File: src/rtl/exmem_arb_pkg.sv
// Shared types and helpers for the user-BRAM arbiter.
package exmem_arb_pkg;

    localparam int unsigned DATA_W = 32;
    localparam int unsigned SEL_W  = 4;

    typedef enum logic [1:0] {
        IDLE   = 2'd0,
        WAIT   = 2'd1,
        ACCESS = 2'd2,
        RESP   = 2'd3
    } state_e;

    typedef enum logic {
        OWN_WB  = 1'b0,
        OWN_ENG = 1'b1
    } owner_e;

    // Latched request payload of the granted port.
    typedef struct packed {
        logic              we;
        logic [SEL_W-1:0]  sel;
        logic [DATA_W-1:0] adr;
        logic [DATA_W-1:0] dat;
    } req_t;

    // Delay counter width: must be able to hold DELAYS itself.
    function automatic int unsigned cnt_width(input int unsigned delays);
        return $clog2(delays + 1);
    endfunction

endpackage

File: src/rtl/exmem_arb_pick.sv
// Two-way winner select between the Wishbone and engine requesters.
// EXMEM_ARB_WB_PRIO_EN defined: fixed WB priority on ties.
// Undefined: alternate on ties, favouring whoever was not last owner.
module exmem_arb_pick
    import exmem_arb_pkg::*;
(
    input  logic wb_vld,
    input  logic eng_vld,
    input  logic wb_mask,
    input  logic eng_mask,
    input  logic last_owner,
    output logic grant_c,
    output logic owner_c
);

    logic wb_ok;
    logic eng_ok;

    // A requester being acknowledged this cycle is already done.
    assign wb_ok  = wb_vld  & ~wb_mask;
    assign eng_ok = eng_vld & ~eng_mask;

`ifdef EXMEM_ARB_WB_PRIO_EN
    logic unused_last_owner;
    assign unused_last_owner = last_owner;
`endif

    // Winner select.
    always_comb begin
        grant_c = wb_ok | eng_ok;
        owner_c = 1'(OWN_WB);
`ifdef EXMEM_ARB_WB_PRIO_EN
        if (!wb_ok && eng_ok) begin
            owner_c = 1'(OWN_ENG);
        end
`else
        if (wb_ok && eng_ok) begin
            owner_c = (last_owner == 1'(OWN_WB)) ? 1'(OWN_ENG) : 1'(OWN_WB);
        end else if (eng_ok) begin
            owner_c = 1'(OWN_ENG);
        end
`endif
    end

endmodule

File: src/rtl/exmem_bram_arbiter.sv
// Shares the single-port user BRAM between the Wishbone slave and the FIR
// engine port, inserting DELAYS wait cycles before each access to emulate
// slow external memory. Tie policy selected by EXMEM_ARB_WB_PRIO_EN
// (see exmem_arb_pick).
module exmem_bram_arbiter
    import exmem_arb_pkg::*;
#(
    parameter int unsigned DELAYS = 10
) (
    input  logic        wb_clk_i,
    input  logic        wb_rst_i,
    input  logic        wbs_cyc_i,
    input  logic        wbs_stb_i,
    input  logic        wbs_we_i,
    input  logic [3:0]  wbs_sel_i,
    input  logic [31:0] wbs_adr_i,
    input  logic [31:0] wbs_dat_i,
    output logic        wbs_ack_o,
    output logic [31:0] wbs_dat_o,
    input  logic        eng_req_i,
    input  logic        eng_we_i,
    input  logic [3:0]  eng_sel_i,
    input  logic [31:0] eng_adr_i,
    input  logic [31:0] eng_dat_i,
    output logic        eng_ack_o,
    output logic [31:0] eng_dat_o,
    output logic        bram_en_o,
    output logic [3:0]  bram_we_o,
    output logic [31:0] bram_adr_o,
    output logic [31:0] bram_di_o,
    input  logic [31:0] bram_do_i,
    output logic        busy_o
);

    localparam int unsigned      CNT_W    = cnt_width(DELAYS);
    localparam logic [CNT_W-1:0] CNT_LAST = CNT_W'(DELAYS - 1);

    state_e           state_q;
    state_e           state_d;
    logic [CNT_W-1:0] cnt_q;
    owner_e           owner_q;
    owner_e           last_owner_q;
    req_t             req_q;
    req_t             wb_req;
    req_t             eng_req;
    logic             grant_c;
    logic             pick_owner_c;

    logic             wbs_ack_d;
    logic [31:0]      wbs_dat_d;
    logic             eng_ack_d;
    logic [31:0]      eng_dat_d;
    logic             bram_en_d;
    logic [3:0]       bram_we_d;
    logic [31:0]      bram_adr_d;
    logic [31:0]      bram_di_d;
    logic             busy_d;
    logic [31:0]      rd_data;

    assign wb_req  = {wbs_we_i, wbs_sel_i, wbs_adr_i, wbs_dat_i};
    assign eng_req = {eng_we_i, eng_sel_i, eng_adr_i, eng_dat_i};

    exmem_arb_pick u_pick (
        .wb_vld     (wbs_cyc_i & wbs_stb_i),
        .eng_vld    (eng_req_i),
        .wb_mask    (wbs_ack_o),
        .eng_mask   (eng_ack_o),
        .last_owner (last_owner_q),
        .grant_c    (grant_c),
        .owner_c    (pick_owner_c)
    );

    // State register.
    always_ff @(posedge wb_clk_i) begin
        if (wb_rst_i) begin
            state_q <= IDLE;
        end else begin
            state_q <= state_d;
        end
    end

    // Next-state logic.
    always_comb begin
        state_d = state_q;
        case (state_q)
            IDLE:    if (grant_c) state_d = WAIT;
            WAIT:    if (cnt_q == CNT_LAST) state_d = ACCESS;
            ACCESS:  state_d = RESP;
            RESP:    state_d = IDLE;
            default: state_d = IDLE;
        endcase
    end

    // Output logic: next values of the registered outputs.
    always_comb begin
        bram_en_d  = 1'b0;
        bram_we_d  = 4'h0;
        bram_adr_d = bram_adr_o;
        bram_di_d  = bram_di_o;
        wbs_ack_d  = 1'b0;
        wbs_dat_d  = 32'h0;
        eng_ack_d  = 1'b0;
        eng_dat_d  = 32'h0;
        busy_d     = (state_d != IDLE);
        rd_data    = req_q.we ? 32'h0 : bram_do_i;
        if (state_d == ACCESS) begin
            bram_en_d  = 1'b1;
            bram_we_d  = req_q.we ? req_q.sel : 4'h0;
            bram_adr_d = req_q.adr;
            bram_di_d  = req_q.dat;
        end
        if (state_q == RESP) begin
            if (owner_q == OWN_WB) begin
                wbs_ack_d = 1'b1;
                wbs_dat_d = rd_data;
            end else begin
                eng_ack_d = 1'b1;
                eng_dat_d = rd_data;
            end
        end
    end

    // Request latch, delay counter and round-robin history.
    always_ff @(posedge wb_clk_i) begin
        if (wb_rst_i) begin
            cnt_q        <= '0;
            owner_q      <= OWN_WB;
            last_owner_q <= OWN_ENG;
            req_q        <= '0;
        end else begin
            case (state_q)
                IDLE: begin
                    if (grant_c) begin
                        cnt_q   <= '0;
                        owner_q <= owner_e'(pick_owner_c);
                        req_q   <= (pick_owner_c == 1'(OWN_ENG)) ? eng_req : wb_req;
                    end
                end
                WAIT:    cnt_q <= cnt_q + CNT_W'(1);
                RESP:    last_owner_q <= owner_q;
                default: ;
            endcase
        end
    end

    // Registered outputs.
    always_ff @(posedge wb_clk_i) begin
        if (wb_rst_i) begin
            wbs_ack_o  <= 1'b0;
            wbs_dat_o  <= 32'h0;
            eng_ack_o  <= 1'b0;
            eng_dat_o  <= 32'h0;
            bram_en_o  <= 1'b0;
            bram_we_o  <= 4'h0;
            bram_adr_o <= 32'h0;
            bram_di_o  <= 32'h0;
            busy_o     <= 1'b0;
        end else begin
            wbs_ack_o  <= wbs_ack_d;
            wbs_dat_o  <= wbs_dat_d;
            eng_ack_o  <= eng_ack_d;
            eng_dat_o  <= eng_dat_d;
            bram_en_o  <= bram_en_d;
            bram_we_o  <= bram_we_d;
            bram_adr_o <= bram_adr_d;
            bram_di_o  <= bram_di_d;
            busy_o     <= busy_d;
        end
    end

endmodule

File: config.mk
export PLATFORM = sky130hd
export DESIGN_NAME = exmem_bram_arbiter
export DESIGN_NICKNAME = d
export VERILOG_FILES = /design/src/rtl/exmem_arb_pkg.sv /design/src/rtl/exmem_arb_pick.sv /design/src/rtl/exmem_bram_arbiter.sv
export SDC_FILE = /design/constraint.sdc
export NUM_CORES = 1
export LEC_CHECK = 0
export ABC_AREA = 1
export CORE_MARGIN = 3
export CORE_UTILIZATION = 40
export DETAILED_ROUTE_END_ITERATION = 12
export PLACE_DENSITY = 0.75
export SLEW_MARGIN = 0
export SYNTH_ARGS = -nofsm -noshare
export SYNTH_HDL_FRONTEND = slang
export SYNTH_SLANG_ARGS = --single-unit
export TNS_END_PERCENT = 100
File: constraint.sdc
create_clock -name wb_clk_i -period 2.07 [get_ports wb_clk_i]
set_clock_uncertainty 0.15 [all_clocks]
set_input_delay 0.207 -clock wb_clk_i [delete_from_list [all_inputs] [get_ports wb_clk_i]]
set_output_delay 0.207 -clock wb_clk_i [all_outputs]
set_load 0.01 [all_outputs]
# ---- Yosys cells after proc, flatten, opt, wreduce, memory -nomap -nowiden
# Cells that the tools add are included.
dict set report word_totals {
  output_inout_bits 136
  register_bits 213
  elab_cells 57
  input_bits 175
}
dict set report classes {
  reduce_logical 10
  n_bitwise 10
  n_addsub 1
  eq_ne 6
  n_mux 13
}
# operator n
set op_table {}
lappend op_table {{$mux W69} 1}
lappend op_table {{$mux W32} 1}
lappend op_table {{$reduce_or A3 Y1} 3}
lappend op_table {{$pmux W2 S4} 1}
lappend op_table {{$pmux W4 S2} 1}
lappend op_table {{$eq A2 B2 Y1 const B} 3}
lappend op_table {{$mux W1} 6}
lappend op_table {{$not A1 Y1} 6}
lappend op_table {{$add A4 B1 Y4 const B} 1}
lappend op_table {{$eq A4 B4 Y1 const B} 1}
lappend op_table {{$mux W2} 2}
lappend op_table {{$mux W4} 1}
lappend op_table {{$reduce_and A2 Y1} 2}
lappend op_table {{$reduce_bool A2 Y1} 2}
lappend op_table {{$and A1 B1 Y1} 3}
lappend op_table {{$eq A2 B1 Y1 const B} 1}
lappend op_table {{$logic_not A2 Y1} 1}
lappend op_table {{$ne A2 B2 Y1 const B} 1}
lappend op_table {{$reduce_or A2 Y1} 1}
lappend op_table {{$logic_and A1 B1 Y1} 1}
lappend op_table {{$or A1 B1 Y1} 1}

# ---- Depth between registers and ports, before layout
dict set report depth {
  depth_word 8
  depth_mapped 10
  ltp_nobuf 8
}

# ---- Modules after synthesis
# From an unflattened synthesis, not the netlist that was laid out.
dict set report hier_totals {
  cells_unflattened 1200
  hier_area_um2 8504.4
}
# mod seq_area_each_um2 instances area_per_inst_um2 cells_per_inst
set by_module_without_submodules {}
lappend by_module_without_submodules {exmem_bram_arbiter 4264.1 1 8471.9 1192}
lappend by_module_without_submodules {exmem_arb_pick 0.0 1 32.5 8}

# ---- Least setup slack after synthesis
# Ideal clock, no wire load.
dict set report synth_path {
  path_kind {reg-to-reg}
  from {reg cnt_q[1]}
  to {reg bram_adr_o[15]}
  setup_time_ps 119
  path_stages_with_launch 9
  t_arrival_ps 1195
  synth_period_minus_slack_ps 1465
  n_path_buf 2
  required_time_ps 1801
  slack_ps 605
  path_cell_list {dfxtp_1 inv_1 ha_1 nand3_1 nor2_2 buf_4 buf_4 o21ai_0 a21oi_1}
}
dict set report synth_via {
  elab_chain_len 4
}
# item line_no
set synth_lines {}
lappend synth_lines {{start: declaration} exmem_bram_arbiter.sv:40} ;# logic [CNT_W-1:0] cnt_q;
lappend synth_lines {{start signal: assignment} exmem_bram_arbiter.sv:139} ;# WAIT: cnt_q <= cnt_q + CNT_W'(1);
lappend synth_lines {{$eq A4 B4 Y1} exmem_bram_arbiter.sv:87} ;# WAIT: if (cnt_q == CNT_LAST) state_d = ACCESS;
lappend synth_lines {{$mux W2} exmem_bram_arbiter.sv:87}
lappend synth_lines {{$pmux W2 S4} exmem_bram_arbiter.sv:85} ;# case (state_q)
lappend synth_lines {{$eq A2 B2 Y1} exmem_bram_arbiter.sv:106} ;# if (state_d == ACCESS) begin
lappend synth_lines {{end signal: assignment} exmem_bram_arbiter.sv:165} ;# bram_adr_o <= bram_adr_d;
lappend synth_lines {{end: declaration} exmem_bram_arbiter.sv:29} ;# output logic [31:0] bram_adr_o,
# No other way between the ends.
# A chain may end at the register's enable or synchronous reset.

# ---- Worst setup path after layout
dict set report layout_path {
  from {reg bram_adr_o[6]}
  to {out bram_adr_o[6]}
}
# No word-level cell between the ends.

==> results.md <==
Run status:
- The run finished with clean final reports.

Die:
- The die is 149 µm tall.
- The overall die area is 22100 µm².
- The standard-cell row count is 51.
- The die is 149 µm wide.
- The total I/O pin count is 311.
- For this configuration, the core starts out at a cell density of 41.2%.
- The floorplan core area is 19700 µm².

Setup path:
- The critical path endpoint category is a primary output.
- In this run the worst path has a maximum fanout of 2.
- The number of buffers and inverters on the critical path is 1.
- The worst endpoint data arrival time is 1.43 ns.
- For this design, the slowest cell found on the critical path is clkdlybuf4s50_1.
- In this design, the stage delay of the slowest critical-path cell is 0.58 ns.
- The launching element type of the critical path is a register.
- Grouping stages by cell kind, the critical path spends the most delay in buffers and inverters.
- Traced cell by cell, the critical path runs through clkdlybuf4s50_1.
- The setup path with the least slack is of type register to primary output.
- At the worst endpoint, the required time is 1.71 ns.

Cells and area:
- The share of post-route cells with drive strength above 1 is 5.01%.
- At the end of the flow the core is filled with cells to 62.0%.
- The number of fillers in the final layout is 1774.
- Compared with the post-synthesis result, the final layout area differs by 50.4%.
- The net count of the finished layout is 1518.

Clock tree:
- The number of buffers inserted by post-CTS setup repair is 0.
- TritonCTS built the clock tree.
- Clock-pin slew was measured on the worst setup and hold paths at 0.07 ns.
- In this run the number of H-tree levels came out at 1.
- Counting the buffers created by CTS gives 22.
- The total clock sinks is 213.
- The later pin in the worst-skew pair is clocked with a latency of 0.50 ns.
- In this run the deepest clock path goes through 3 buffers.
- CTS placed an instance of clkbuf_16 at the clock tree root.

Power:
- The proportion of power drawn by combinational gates is 12.5%.
- Power spread over the standard cell area amounts to 772 nW/µm².
- The internal portion of the total power is 7.20 mW.
- The switching component of the power is 2.24 mW.
- The net switching share of the total power is 23.7%.
- Of the total power, registers draw 45.6%.
- The peak supply drop is 460 µV.
- The part of the total power dissipated in the clock network is 41.9%.
- The static leakage is 5.38 nW.

Yosys:
- Yosys printed 0 warnings.
- Counting instances in the post-synthesis netlist gives the leading cell types as 213 x dfxtp_1, 182 x inv_1, 151 x nand2_1.
- The area fraction in compound gates after synthesis is 12.7%.
- The area share of fa/ha/maj cells after synthesis is 0.308%.
- Of the total synthesized cell area, the portion taken by XOR and XNOR cells is 0%.
- In the synthesized netlist the dominant register cell turns out to be dfxtp_1.
- Counting every instance in the synthesized netlist gives 1066.
- By area, the combinational part of the netlist is dominated by simple AND/OR/NAND/NOR gates.
- In the synthesized netlist the async set-or-reset flop fraction comes to 0%.
- The largest area contributor in the synthesized netlist is dfxtp_1.
- The mux share of post-synthesis cell area is 0%.
- The most frequent cell after synthesis is dfxtp_1.
- The number of enable-type register cells in the synthesized netlist is 0.
- Synthesis produced a netlist with a net count of 1243.
- By area the synthesized netlist is led by dfxtp_1 52%, nand3_1 9.1%, a21oi_1 8.6%.
- The sequential fraction of the synthesis area is 52.5%.
- The synthesized netlist contains 21 unique library cells.
- The netlist area before placement is 8130 µm².
- The area fraction of the dominant cell type after synthesis is 52.5%.
- After synthesis the netlist holds a flip-flop and latch count of 213.
- The area fraction in and, or, nand and nor cells after synthesis is 21.2%.
- Each instance of the synthesized netlist takes up on average 7.62 µm².

STA:
- For this run, the top clock speed supported by timing is 561 MHz.
- For the pin with the worst max-slew slack, the measured transition is 0.565 ns.
- Setup repair after global routing left no endpoint under its margin.
- Measured against its own limit, the worst slew margin works out to 62.3%.
- Subtracting the final worst setup slack from the clock period gives 1.78 ns.
- In the finished design, the share of the clock period the worst path needs comes to 86.1%.
- The final hold violation count was 0.
- The tightest hold margin is 0.107 ns.
- Setup violations remaining at the end of the flow were counted as 0.
- The minimum setup slack in the final design is 0.287 ns.
- Adding up every negative setup slack in the final design gives 0 ns.
- The final count of pins violating max slew is 0.

Placement:
- At the placement stage, the worst setup path has a slack of 0.126 ns.
- Routability-driven placement finished with a final weighted congestion of 0.788.
- After legalization and detailed placement, the total HPWL measured 16.5 mm.
- Port buffering added 310 buffers.

GRT:
- The first global-routing pass estimated 36.3 mm of wire.
- Entering global routing, the biggest net connects 67 pins.
- The met1 layer usage reported by global route is 24.1%.
- The most heavily used metal layer in global routing is met2.
- The via count of the first global-routing pass came to 7268.
- For this run, global-route usage on met2 was measured as 35.2%.
- Global routing used 20.0% of the available tracks.
- The residual overflow from global routing is 0.
- The met3 layer usage reported by global route is 5.42%.
- The initial antenna violation count is 1.

Route:
- For this run, design rule violations remaining after detail routing come to 0.
- After detailed routing, the average wire length per cell comes to 14.4 µm.
- The violation count after the first detailed-routing iteration is 317.
- The total detailed-routing wirelength is 23.3 mm.
- The first TritonRoute pass finished after 5 iterations.
- Dividing the detail-routed via count by the number of cells gives 4.74.
- Once detail routing completed, the nets flagged for antenna violations numbered 0.
- The overall via count from detail_route is 7689.

Worst hold path:
- In this run the worst hold path is classified as input port to register.

Flow run:
- The count of max-cap constraint violations is 0.
## per-stage QoR
stage / power [mW] / std cells / area (µm²)
floorplan: 5.03 / 1066 / 8130
global placement: 5.55 / 1581 / 11500
detailed placement: 5.57 / 1581 / 11500
CTS: 9.52 / 1621 / 12200
global route: 9.84 / 1622 / 12200
finish: 9.43 / 1622 / 12200
## sequential cells by signal (all words and copies together), names as in the netlist, 2 cells and up
name,count
wbs_dat_o,32
req_q,69
bram_adr_o,32
cnt_q,4
eng_dat_o,32
bram_di_o,32
bram_we_o,4
state_q,2
## worst paths after layout
kind / startpoint / end / slack [ns] / cells after the start
min: bram_do_i[29] / eng_dat_o[29] / 0.11 / 3
max reg2reg: state_q[0] / req_q[61] / 0.31 / 7
max: bram_adr_o[6] / bram_adr_o[6] / 0.29 / 1
min reg2reg: req_q[65] / bram_we_o[1] / 0.28 / 2
## layout make-up
class                   count  area (µm²)  share of cell area (%)
clock inverters             7        68.8                   0.563
well taps                 265         332                    2.71
clock buffers              32         669                    5.48
multi-input cells         590        2810                    23.0
diodes                      1        2.50                  0.0205
repair buffers            330        3390                    27.7
inverters                 184         691                    5.65
flip-flops and latches    213        4270                    34.9
## power groups by stage
stage / clock [mW] / combinational, mW / sequential, mW
finish: 3.96 / 1.18 / 4.30
global route: 4.20 / 1.32 / 4.31
CTS: 4.03 / 1.19 / 4.30
detailed placement: 0 / 1.18 / 4.39
global placement: 0 / 1.16 / 4.39
floorplan: 0 / 0.643 / 4.38
## cell families (layout without fill, tap and decap cells)
family | after synthesis | after routing
flip-flops | 213 | 213
buffers and inverters | 263 | 553
adder cells (fa/ha/maj) | 2 | 2
other | 0 | 1
AND/OR/NAND/NOR | 382 | 382
AO/OA/AOI/OAI | 206 | 206
## tightest hold or removal path, delay by kind of cell
family        cells  cell delay, ns
buf+inv           2            0.46
simple gates      1            0.05
## layer usage
metal / up-vias / wire length [µm]
met2: 262 / 11400
met1: 3454 / 9540
met4: 0 / 409
met5: - / 0
met3: 32 / 1970
li1: 3941 / -
## repair_timing
item | 4_1_cts | 5_1_grt
hold buffers | 1 | 0
hold endpoints to repair | 3 | 0
resized for setup | 0 | 0
## cell usage in the layout (no fill, tap or decap)
cell and n:
buf_4 8, nor2_4 1, clkbuf_1 3, clkbuf_8 6
buf_2 1, clkbuf_16 23, inv_2 3, o21ai_1 7
nand4_4 1, dlygate4sd3_1 1, dfxtp_1 212, dfxtp_2 1
ha_1 2, nor3_1 65, buf_12 11, or2_2 1
o21ai_0 59, nand3_1 147, nand2_1 150, clkinv_4 1
bufinv_16 1, a21oi_4 1, nand2_2 3, a21oi_1 139
inv_1 181, clkinvlp_4 2, clkdlybuf4s50_1 309, clkinv_2 3
nor3_2 1, nor2_1 13, diode_2 1
Note: power is estimated with default switching activity, not from simulation.
